--- config.mk ---
export PLATFORM = sky130hd
export DESIGN_NAME = mac_tx_arbiter
export DESIGN_NICKNAME = d
export VERILOG_FILES = /design/src/rtl/mac_tx_pkg.sv /design/src/rtl/mac_tx_arbiter_rr_pick.sv /design/src/rtl/mac_tx_arbiter.sv
export SDC_FILE = /design/constraint.sdc
export NUM_CORES = 1
export LEC_CHECK = 0
export ABC_AREA = 1
export ABC_CLOCK_PERIOD_IN_PS = 3470
export BUFFER_PORTS_ARGS = -buffer_cell sky130_fd_sc_hd__buf_2
export CAP_MARGIN = 10
export CORE_MARGIN = 3
export CORE_UTILIZATION = 30
export DETAILED_ROUTE_END_ITERATION = 10
export REMOVE_ABC_BUFFERS = 1
export SLEW_MARGIN = 20
export SYNTH_ARGS = -nofsm -noshare
export SYNTH_HDL_FRONTEND = slang
export SYNTH_SLANG_ARGS = --single-unit
--- constraint.sdc ---
create_clock -name clk -period 3.47 [get_ports clk]
set_input_delay 0.347 -clock clk [delete_from_list [all_inputs] [get_ports clk]]
set_output_delay 0.347 -clock clk [all_outputs]
set_load 0.02 [all_outputs]
--- src/rtl/mac_tx_pkg.sv ---
// Shared types and defaults for the MAC transmit arbiter and related schedulers.
// Pure declarations: no logic, no latency, no flow control.
package mac_tx_pkg;

    typedef enum logic [1:0] {
        IDLE  = 2'd0,
        FWD   = 2'd1,
        DRAIN = 2'd2
    } state_t;

    localparam int MAX_BEATS_DEF = 1518;
    localparam int CNT_W_DEF     = 32;

endpackage

--- src/rtl/mac_tx_arbiter_rr_pick.sv ---
// Combinational round-robin picker: first set req at ptr, ptr+1, ... mod N, as one-hot.
// Zero latency; no flow control (vld_o flags that any request was present).
module rr_pick
    import mac_tx_pkg::*;
#(
    parameter int N  = 2,
    parameter int PW = (N > 1) ? $clog2(N) : 1
) (
    input  logic [N-1:0]  req_i,
    input  logic [PW-1:0] ptr_i,
    output logic [N-1:0]  grant_o,
    output logic          vld_o
);

    logic [N-1:0] rot;
    logic [N-1:0] oh;

    // Rotate so the pointer position is bit 0, isolate the lowest set bit, rotate back.
    always_comb begin
        rot = '0;
        for (int p = 0; p < N; p++) begin
            if (ptr_i == PW'(p)) begin
                for (int j = 0; j < N; j++) begin
                    rot[j] = req_i[(p + j) % N];
                end
            end
        end
        oh      = rot & (~rot + N'(1));
        grant_o = '0;
        for (int p = 0; p < N; p++) begin
            if (ptr_i == PW'(p)) begin
                for (int j = 0; j < N; j++) begin
                    grant_o[(p + j) % N] = oh[j];
                end
            end
        end
    end

    assign vld_o = |req_i;

endmodule

--- src/rtl/mac_tx_arbiter.sv ---
// Frame-level round-robin arbiter onto the MAC tx client port; 1-cycle arbitration, then s_* -> m_* combinational.
// Backpressure: m_tready passes straight to the granted source; over-length frames are cut with tuser and drained.
module mac_tx_arbiter
    import mac_tx_pkg::*;
#(
    parameter int NUM_SRC   = 2,
    parameter int MAX_BEATS = MAX_BEATS_DEF,
    parameter int CNT_W     = CNT_W_DEF
) (
    input  logic                 clk,
    input  logic                 rst,
    input  logic [NUM_SRC-1:0]   src_en,
    input  logic [8*NUM_SRC-1:0] s_tdata,
    input  logic [NUM_SRC-1:0]   s_tvalid,
    input  logic [NUM_SRC-1:0]   s_tlast,
    input  logic [NUM_SRC-1:0]   s_tuser,
    output logic [NUM_SRC-1:0]   s_tready,
    output logic [7:0]           m_tdata,
    output logic                 m_tvalid,
    output logic                 m_tlast,
    output logic                 m_tuser,
    input  logic                 m_tready,
    output logic [NUM_SRC-1:0]   grant,
    output logic                 busy,
    output logic [CNT_W-1:0]     frame_cnt,
    output logic [CNT_W-1:0]     trunc_cnt
);

    localparam int PW = $clog2(NUM_SRC);
    localparam int BW = $clog2(MAX_BEATS + 1);
    localparam logic [BW-1:0] LAST_BEAT = BW'(MAX_BEATS - 1);

    state_t               state_q;
    logic [NUM_SRC-1:0]   grant_q;
    logic [PW-1:0]        gidx_q;
    logic [PW-1:0]        rr_ptr_q;
    logic [PW-1:0]        rr_ptr_d;
    logic [BW-1:0]        beat_cnt_q;
    logic [CNT_W-1:0]     frame_cnt_q;
    logic [CNT_W-1:0]     trunc_cnt_q;

    logic [NUM_SRC-1:0]   pick_grant;
    logic                 pick_vld;
    logic [PW-1:0]        pick_idx;
    logic [7:0]           g_data;
    logic                 g_vld;
    logic                 g_last;
    logic                 g_user;
    logic                 at_limit;
    logic                 hs;

    rr_pick #(.N(NUM_SRC), .PW(PW)) u_pick (
        .req_i   (s_tvalid & src_en),
        .ptr_i   (rr_ptr_q),
        .grant_o (pick_grant),
        .vld_o   (pick_vld)
    );

    always_comb begin
        pick_idx = '0;
        g_data   = '0;
        g_vld    = 1'b0;
        g_last   = 1'b0;
        g_user   = 1'b0;
        for (int i = 0; i < NUM_SRC; i++) begin
            if (pick_grant[i]) pick_idx = PW'(i);
            if (gidx_q == PW'(i)) begin
                g_data = s_tdata[8*i +: 8];
                g_vld  = s_tvalid[i];
                g_last = s_tlast[i];
                g_user = s_tuser[i];
            end
        end
    end

    // The beat that reaches MAX_BEATS without tlast is closed off as an aborted frame.
    assign at_limit = (beat_cnt_q == LAST_BEAT) && !g_last;
    assign hs       = (state_q == FWD) && g_vld && m_tready;
    assign rr_ptr_d = (gidx_q == PW'(NUM_SRC - 1)) ? '0 : gidx_q + PW'(1);

    always_comb begin
        m_tdata  = '0;
        m_tvalid = 1'b0;
        m_tlast  = 1'b0;
        m_tuser  = 1'b0;
        s_tready = '0;
        if (state_q == FWD) begin
            m_tdata  = g_data;
            m_tvalid = g_vld;
            m_tlast  = g_last | at_limit;
            m_tuser  = g_user | at_limit;
            s_tready = grant_q & {NUM_SRC{m_tready}};
        end else if (state_q == DRAIN) begin
            s_tready = grant_q;
        end
    end

    always_ff @(posedge clk or posedge rst) begin
        if (rst) begin
            state_q     <= IDLE;
            grant_q     <= '0;
            gidx_q      <= '0;
            rr_ptr_q    <= '0;
            beat_cnt_q  <= '0;
            frame_cnt_q <= '0;
            trunc_cnt_q <= '0;
        end else begin
            case (state_q)
                IDLE: begin
                    if (pick_vld) begin
                        grant_q    <= pick_grant;
                        gidx_q     <= pick_idx;
                        beat_cnt_q <= '0;
                        state_q    <= FWD;
                    end
                end
                FWD: begin
                    if (hs) begin
                        if (beat_cnt_q != {BW{1'b1}}) beat_cnt_q <= beat_cnt_q + BW'(1);
                        if (g_last) begin
                            frame_cnt_q <= frame_cnt_q + CNT_W'(1);
                            rr_ptr_q    <= rr_ptr_d;
                            grant_q     <= '0;
                            state_q     <= IDLE;
                        end else if (at_limit) begin
                            trunc_cnt_q <= trunc_cnt_q + CNT_W'(1);
                            state_q     <= DRAIN;
                        end
                    end
                end
                DRAIN: begin
                    if (g_vld && g_last) begin
                        rr_ptr_q <= rr_ptr_d;
                        grant_q  <= '0;
                        state_q  <= IDLE;
                    end
                end
                default: state_q <= IDLE;
            endcase
        end
    end

    assign grant     = grant_q;
    assign busy      = (state_q != IDLE);
    assign frame_cnt = frame_cnt_q;
    assign trunc_cnt = trunc_cnt_q;

endmodule

=== Word level (Yosys, flattened, before mapping) ===
Index checks and enable logic that the tools add are counted.

* Equality and inequality tests: 10
* Bitwise logic cells: 7
* Reduce and logical (&&, ||, !) cells: 18
* $add $sub $neg: 5
* Muxes and demuxes: 32

{| class="wikitable"
|+ Operators with widths
! cell !! number
|-
| $add A32 B1 Y32 const B || 2
|-
| $mux W11 || 3
|-
| $mux W2 || 12
|-
| $pmux W11 S2 || 1
|-
| $mux W8 || 2
|-
| $reduce_and A4 Y1 || 4
|-
| $pmux W2 S3 || 2
|-
| $add A11 B1 Y11 const B || 1
|-
| $eq A11 B11 Y1 const B || 1
|-
| $mux W1 || 11
|-
| $ne A11 B11 Y1 const B || 1
|-
| $and A2 B2 Y2 || 3
|-
| $ne A2 B2 Y1 const B || 3
|-
| $reduce_bool A2 Y1 || 3
|-
| $reduce_and A5 Y1 || 1
|-
| $logic_and A1 B1 Y1 || 4
|-
| $ne A2 B1 Y1 const B || 2
|-
| $ne A3 B3 Y1 const B || 1
|-
| $reduce_and A3 Y1 || 1
|-
| $reduce_bool A3 Y1 || 1
|-
| $add A2 B1 Y2 const B || 1
|-
| $eq A2 B1 Y1 const B || 1
|-
| $eq A2 B2 Y1 const B || 1
|-
| $logic_not A2 Y1 || 1
|-
| other kinds (8) || 9
|}

* Input port bits: 27
* Register bits after elaboration: 81
* Output and inout port bits: 80
* Word-level logic and storage cells: 79

=== Depth between registers and ports, before layout ===
* Depth after elaboration: 8
* Gate-level depth with buffers: 11
* Gate-level depth less buffers: 11

=== Hierarchy ===
From an unflattened synthesis, not the netlist that was laid out.

* Cells, all modules: 832
* Area total of the unflattened synthesis: 5,375.2 um2

{| class="wikitable"
|+ Modules (own cells, without submodules)
! module !! area an instance (um2) !! instances !! cells each !! seq. area each (um2)
|-
| mac_tx_arbiter || 5,350.1 || 1 || 826 || 2,026.9
|-
| rr_pick || 25.0 || 1 || 6 || 0.0
|}

=== Worst setup path before layout ===
No wires, ideal clock.

* Kind: register to output
* Start: register state_q[1]
* End: output m_tdata[0]
* Data arrival time: 1,450 ps
* Path buffers: 2
* Cell stages (with the launch flop): 7
* Setup slack: 1,673 ps
* Required time: 3,123 ps
* Cell sequence: dfrtp_1 inv_1 ha_1 buf_2 clkbuf_1 o21ai_0 nor2_1

* Longest elaborated chain between the ends: 2

{| class="wikitable"
|+ RTL lines
! item !! RTL line !! source
|-
| start: declaration || mac_tx_arbiter.sv:33 || <nowiki>state_t state_q;</nowiki>
|-
| start signal: assignment || mac_tx_arbiter.sv:100 || <nowiki>state_q <= IDLE;</nowiki>
|-
| start signal: assignment || mac_tx_arbiter.sv:114 || <nowiki>state_q <= FWD;</nowiki>
|-
| start signal: assignment || mac_tx_arbiter.sv:124 || <nowiki>state_q <= IDLE;</nowiki>
|-
| $eq A2 B1 Y1 || mac_tx_arbiter.sv:87 || <nowiki>if (state_q == FWD) begin</nowiki>
|-
| $mux W8 || mac_tx_arbiter.sv:87 ||
|-
| end: declaration || mac_tx_arbiter.sv:18 || <nowiki>output logic [7:0] m_tdata,</nowiki>
|}

No other way between the ends.

=== Final worst setup path ===
* Start: register state_q[1]
* End: output s_tready[1]

* Longest elaborated chain between the ends: 3
* Elaborated cells on any way between the ends: 4
* Classes of those cells: eq/ne (2); mux (2)

{| class="wikitable"
|+ RTL lines
! item !! RTL line !! source
|-
| $eq A2 B2 Y1 || mac_tx_arbiter.sv:93 || <nowiki>end else if (state_q == DRAIN) begin</nowiki>
|-
| $mux W2 || mac_tx_arbiter.sv:93 ||
|-
| $mux W2 * || mac_tx_arbiter.sv:87 ||
|-
| end: declaration || mac_tx_arbiter.sv:17 || <nowiki>output logic [NUM_SRC-1:0] s_tready,</nowiki>
|}

Mark *: on every way between the ends. The rest lies on a longest branch, timed or not.

==> impl_table.tex <==
\begin{tabular}{lr}
\hline
Metric & Value \\
\hline
\multicolumn{2}{l}{\textbf{Yosys}} \\
Top flip-flop cell by instance count after synthesis & sky130\_fd\_sc\_hd\_\_dfrtp\_1 \\
Simple-Gate Fraction of Synth Area & 45.1\% \\
Post-Synthesis Cell Area & 5400 um2 \\
Part of the Yosys area used for sequential elements & 37.5\% \\
Async set-reset flop share out of synthesis & 100\% \\
Synth Instances & 822 \\
Largest cells by area after synthesis & sky130\_fd\_sc\_hd\_\_dfrtp\_1 (38\%), sky130\_fd\_sc\_hd\_\_nand2\_1 (24\%), sky130\_fd\_sc\_hd\_\_nor2\_1 (8.8\%) \\
Compound-cell area share of the yosys netlist & 2.76\% \\
XOR/XNOR Fraction of Synth Area & 4.87\% \\
Portion of netlist area occupied by mux cells & 0\% \\
Cell taking the most area after synthesis & sky130\_fd\_sc\_hd\_\_dfrtp\_1 \\
Flip-flop and latch count after synthesis & 81 \\
Share of the synthesized area in the top cell type & 37.5\% \\
Combinational family with the most area after synthesis & simple AND/OR/NAND/NOR gates \\
Syn. warnings & 0 \\
Share of synthesized cell area in full adder, half adder and majority cells & 1.85\% \\
Synth Area per Inst & 6.57 um2 \\
Number of enable flip-flop cells after synthesis & 0 \\
Number of distinct library cells after synthesis & 32 \\
\multicolumn{2}{l}{\textbf{Timing}} \\
Clock Skew & 0.00805 ns \\
Summed negative setup slack over all endpoints & 0 ns \\
Setup repair after global routing missed its margin & no \\
Transition time at the pin with the least slew margin & 0.800 ns \\
Shortest clock period the worst path allows after layout & 2.49 ns \\
Final Hold Violating Endpoints & 0 \\
Post-route fraction of the period consumed by the critical path & 71.7\% \\
Final WS setup & 0.983 ns \\
Headroom to the max-slew limit & 46.6\% \\
Final Max Tran Viols & 0 \\
Timing-limited maximum frequency & 402 MHz \\
Count of final setup violators & 0 \\
\multicolumn{2}{l}{\textbf{Detailed routing}} \\
\# DRC & 0 \\
Vias per std cell & 4.54 \\
Starting DRC count in detailed routing & 277 \\
Wirelength, routed & 14,200 um \\
Detail Route Antenna Nets & 0 \\
Total vias in the final route & 5,270 \\
Routed wirelength normalized by instance count & 12.2 um \\
First-pass iteration count of the detailed router & 4 \\
\multicolumn{2}{l}{\textbf{Pwr}} \\
Power density normalized to cell area & 460 nW/um2 \\
Peak supply drop & 326 uV \\
Pleak & 3.33 nW \\
Final total power & 2.97 mW \\
\multicolumn{2}{l}{\textbf{Placement}} \\
Detailed-placement wirelength estimate & 10,700 um \\
Instance area after placement & 6130 um2 \\
Number of input and output port buffers inserted & 106 \\
Worst slack after detailed placement & 1.25 ns \\
Weighted congestion reported at the end of routability-driven placement & 0.861 \\
\multicolumn{2}{l}{\textbf{Clock network}} \\
Clk Latency, worst-skew pair & 0.34 ns \\
Post-CTS Hold Fix Bufs & 0 \\
Number of buffers created by CTS & 9 \\
Clock Path Buffers & 2 \\
TritonCTS Sinks & 81 \\
Total of cells resized after clock tree synthesis & 0 \\
Root buffer selected by CTS & sky130\_fd\_sc\_hd\_\_clkbuf\_16 \\
Clock tree from TritonCTS & yes \\
CTS HTree Levels & 3 \\
Number of post-CTS setup repair buffers & 0 \\
Reg clk slew, reported paths & 0.06 ns \\
\multicolumn{2}{l}{\textbf{Floorplan}} \\
Chip Width & 140 um \\
\# IOs & 107 \\
Area of the die & 19,600 um2 \\
Placeable core area & 17,500 um2 \\
Vertical die dimension & 140 um \\
Initial cell density of the core & 30.9\% \\
Cell Rows & 48 \\
\multicolumn{2}{l}{\textbf{Final layout}} \\
Fillers & 1,854 \\
Layout area overhead & 19.8\% \\
Most common cell after layout, fill and taps aside & sky130\_fd\_sc\_hd\_\_nand2\_1 \\
Total number of nets in the final design & 965 \\
Register area & 2030 um2 \\
Antenna diodes & 0 \\
Share of final-layout standard cells stronger than drive strength 1 & 16.7\% \\
Multi-input gate area in the final layout & 2950 um2 \\
Fin area & 6470 um2 \\
Top library cells by usage in the layout, fill and taps aside & sky130\_fd\_sc\_hd\_\_nand2\_1 (343), sky130\_fd\_sc\_hd\_\_nor2\_1 (127), sky130\_fd\_sc\_hd\_\_buf\_2 (106) \\
\multicolumn{2}{l}{\textbf{Global route}} \\
Largest net degree at the start of global routing & 45 \\
GR Overflow Total & 0 \\
Initial antenna violation count & 0 \\
Total routing usage reported by global routing & 15.0\% \\
Vias in the first global route & 4,999 \\
Wire length of the first global-routing pass & 24,500 um \\
\multicolumn{2}{l}{\textbf{Worst setup path}} \\
Max Fanout on Critical Path & 13 \\
R2R setup slack & 1.26 ns \\
Data required, critical path & 3.12 ns \\
Data arrival time of the critical path & 2.14 ns \\
Worst setup path start & state\_q[1] \\
Number of cells traversed by the worst register-to-register path & 9 \\
Reg-to-reg critical path startpoint & state\_q[1] \\
Worst setup path category & flip-flop to primary output \\
Type of element capturing the critical path & primary output \\
Worst R2R End & trunc\_cnt[1] \\
Startpoint Class & flip-flop \\
\multicolumn{2}{l}{\textbf{Status}} \\
Status & complete, no violations \\
\multicolumn{2}{l}{\textbf{Job}} \\
\# Max-Cap Violations & 0 \\
\multicolumn{2}{l}{\textbf{Hold path}} \\
Hold WC Path Type & input pin to async pin \\
\hline
\end{tabular}
==> Yosys cell counts (8+ instances only) <==
cell type	instances
sky130_fd_sc_hd__dfrtp_1	81
sky130_fd_sc_hd__nor3_1	9
sky130_fd_sc_hd__o21ai_0	14
sky130_fd_sc_hd__nor2_1	127
sky130_fd_sc_hd__buf_6	8
sky130_fd_sc_hd__ha_1	8
sky130_fd_sc_hd__xnor2_1	9
sky130_fd_sc_hd__nor2_2	9
sky130_fd_sc_hd__nand4_1	10
sky130_fd_sc_hd__xor2_1	21
sky130_fd_sc_hd__nand2_1	343
sky130_fd_sc_hd__inv_1	79
sky130_fd_sc_hd__nand3_1	55
==> power by group <==
group          switching (mW)  internal (mW)
Combinational           0.570          0.238
Sequential             0.0687          0.998
Clock                   0.393          0.704
Total                    1.03           1.94
==> worst max path at each step <==
stage	slack, ns	end	cells after the start
2_1_floorplan	1.04	beat_cnt_q[0]	1
3_3_place_gp	1.32	beat_cnt_q[6]	9
3_5_place_dp	1.25	beat_cnt_q[6]	9
4_1_cts	0.94	s_tready[0]	6
5_1_grt	0.71	s_tready[1]	6
6_report	0.98	s_tready[1]	6
==> area by class of cell <==
type / count / area share [%]
clock inverter: 5 / 1.61
multi-input combinational: 645 / 45.6
timing repair buffer: 110 / 8.67
sequential: 81 / 31.3
clock buffer: 11 / 3.60
inverter: 83 / 4.84
tap: 225 / 4.35
==> sequential cells by signal, indices dropped and copies added, names as in the netlist <==
| name | count |
|---|---|
| frame_cnt | 32 |
| grant | 2 |
| rr_ptr_q | 1 |
| state_q | 2 |
| beat_cnt_q | 11 |
| gidx_q | 1 |
| trunc_cnt | 32 |
==> routing by layer <==
layer | track usage [%] | share of wire, %
met2 | 23.7 | 45
met1 | 20.8 | 48
met3 | 2.46 | 5.4
met5 | 0 | 0
met4 | 5.10 | 1.2
==> stage by stage <==
| stage | hold slack, ns | utilization, % | instances |
|---|---|---|---|
| 4_1_cts | 0.147 | 37.0 | 1160 |
| 2_1_floorplan | 0.490 | - | 809 |
| 6_report | 0.127 | 37.0 | 1160 |
| 5_1_grt | 0.198 | 37.0 | 1160 |
| 3_3_place_gp | 0.494 | 35.1 | 1144 |
| 3_5_place_dp | 0.489 | 35.1 | 1144 |
==> cells by family after synthesis <==
logic type      after synthesis
simple gates                578
flops                        81
buf+inv                      96
compound gates               29
fa+ha+maj                     8
xor+xnor                     30
==> worst max-delay path, cell delays in order (launching register included) <==
cell and delay, ns:
sky130_fd_sc_hd__dfrtp_1 0.42, sky130_fd_sc_hd__inv_1 0.09, sky130_fd_sc_hd__ha_1 0.38, sky130_fd_sc_hd__clkinv_1 0.33
sky130_fd_sc_hd__a21oi_1 0.35, sky130_fd_sc_hd__nor2_1 0.06, sky130_fd_sc_hd__buf_2 0.16
(Power assumes the default switching activity.)
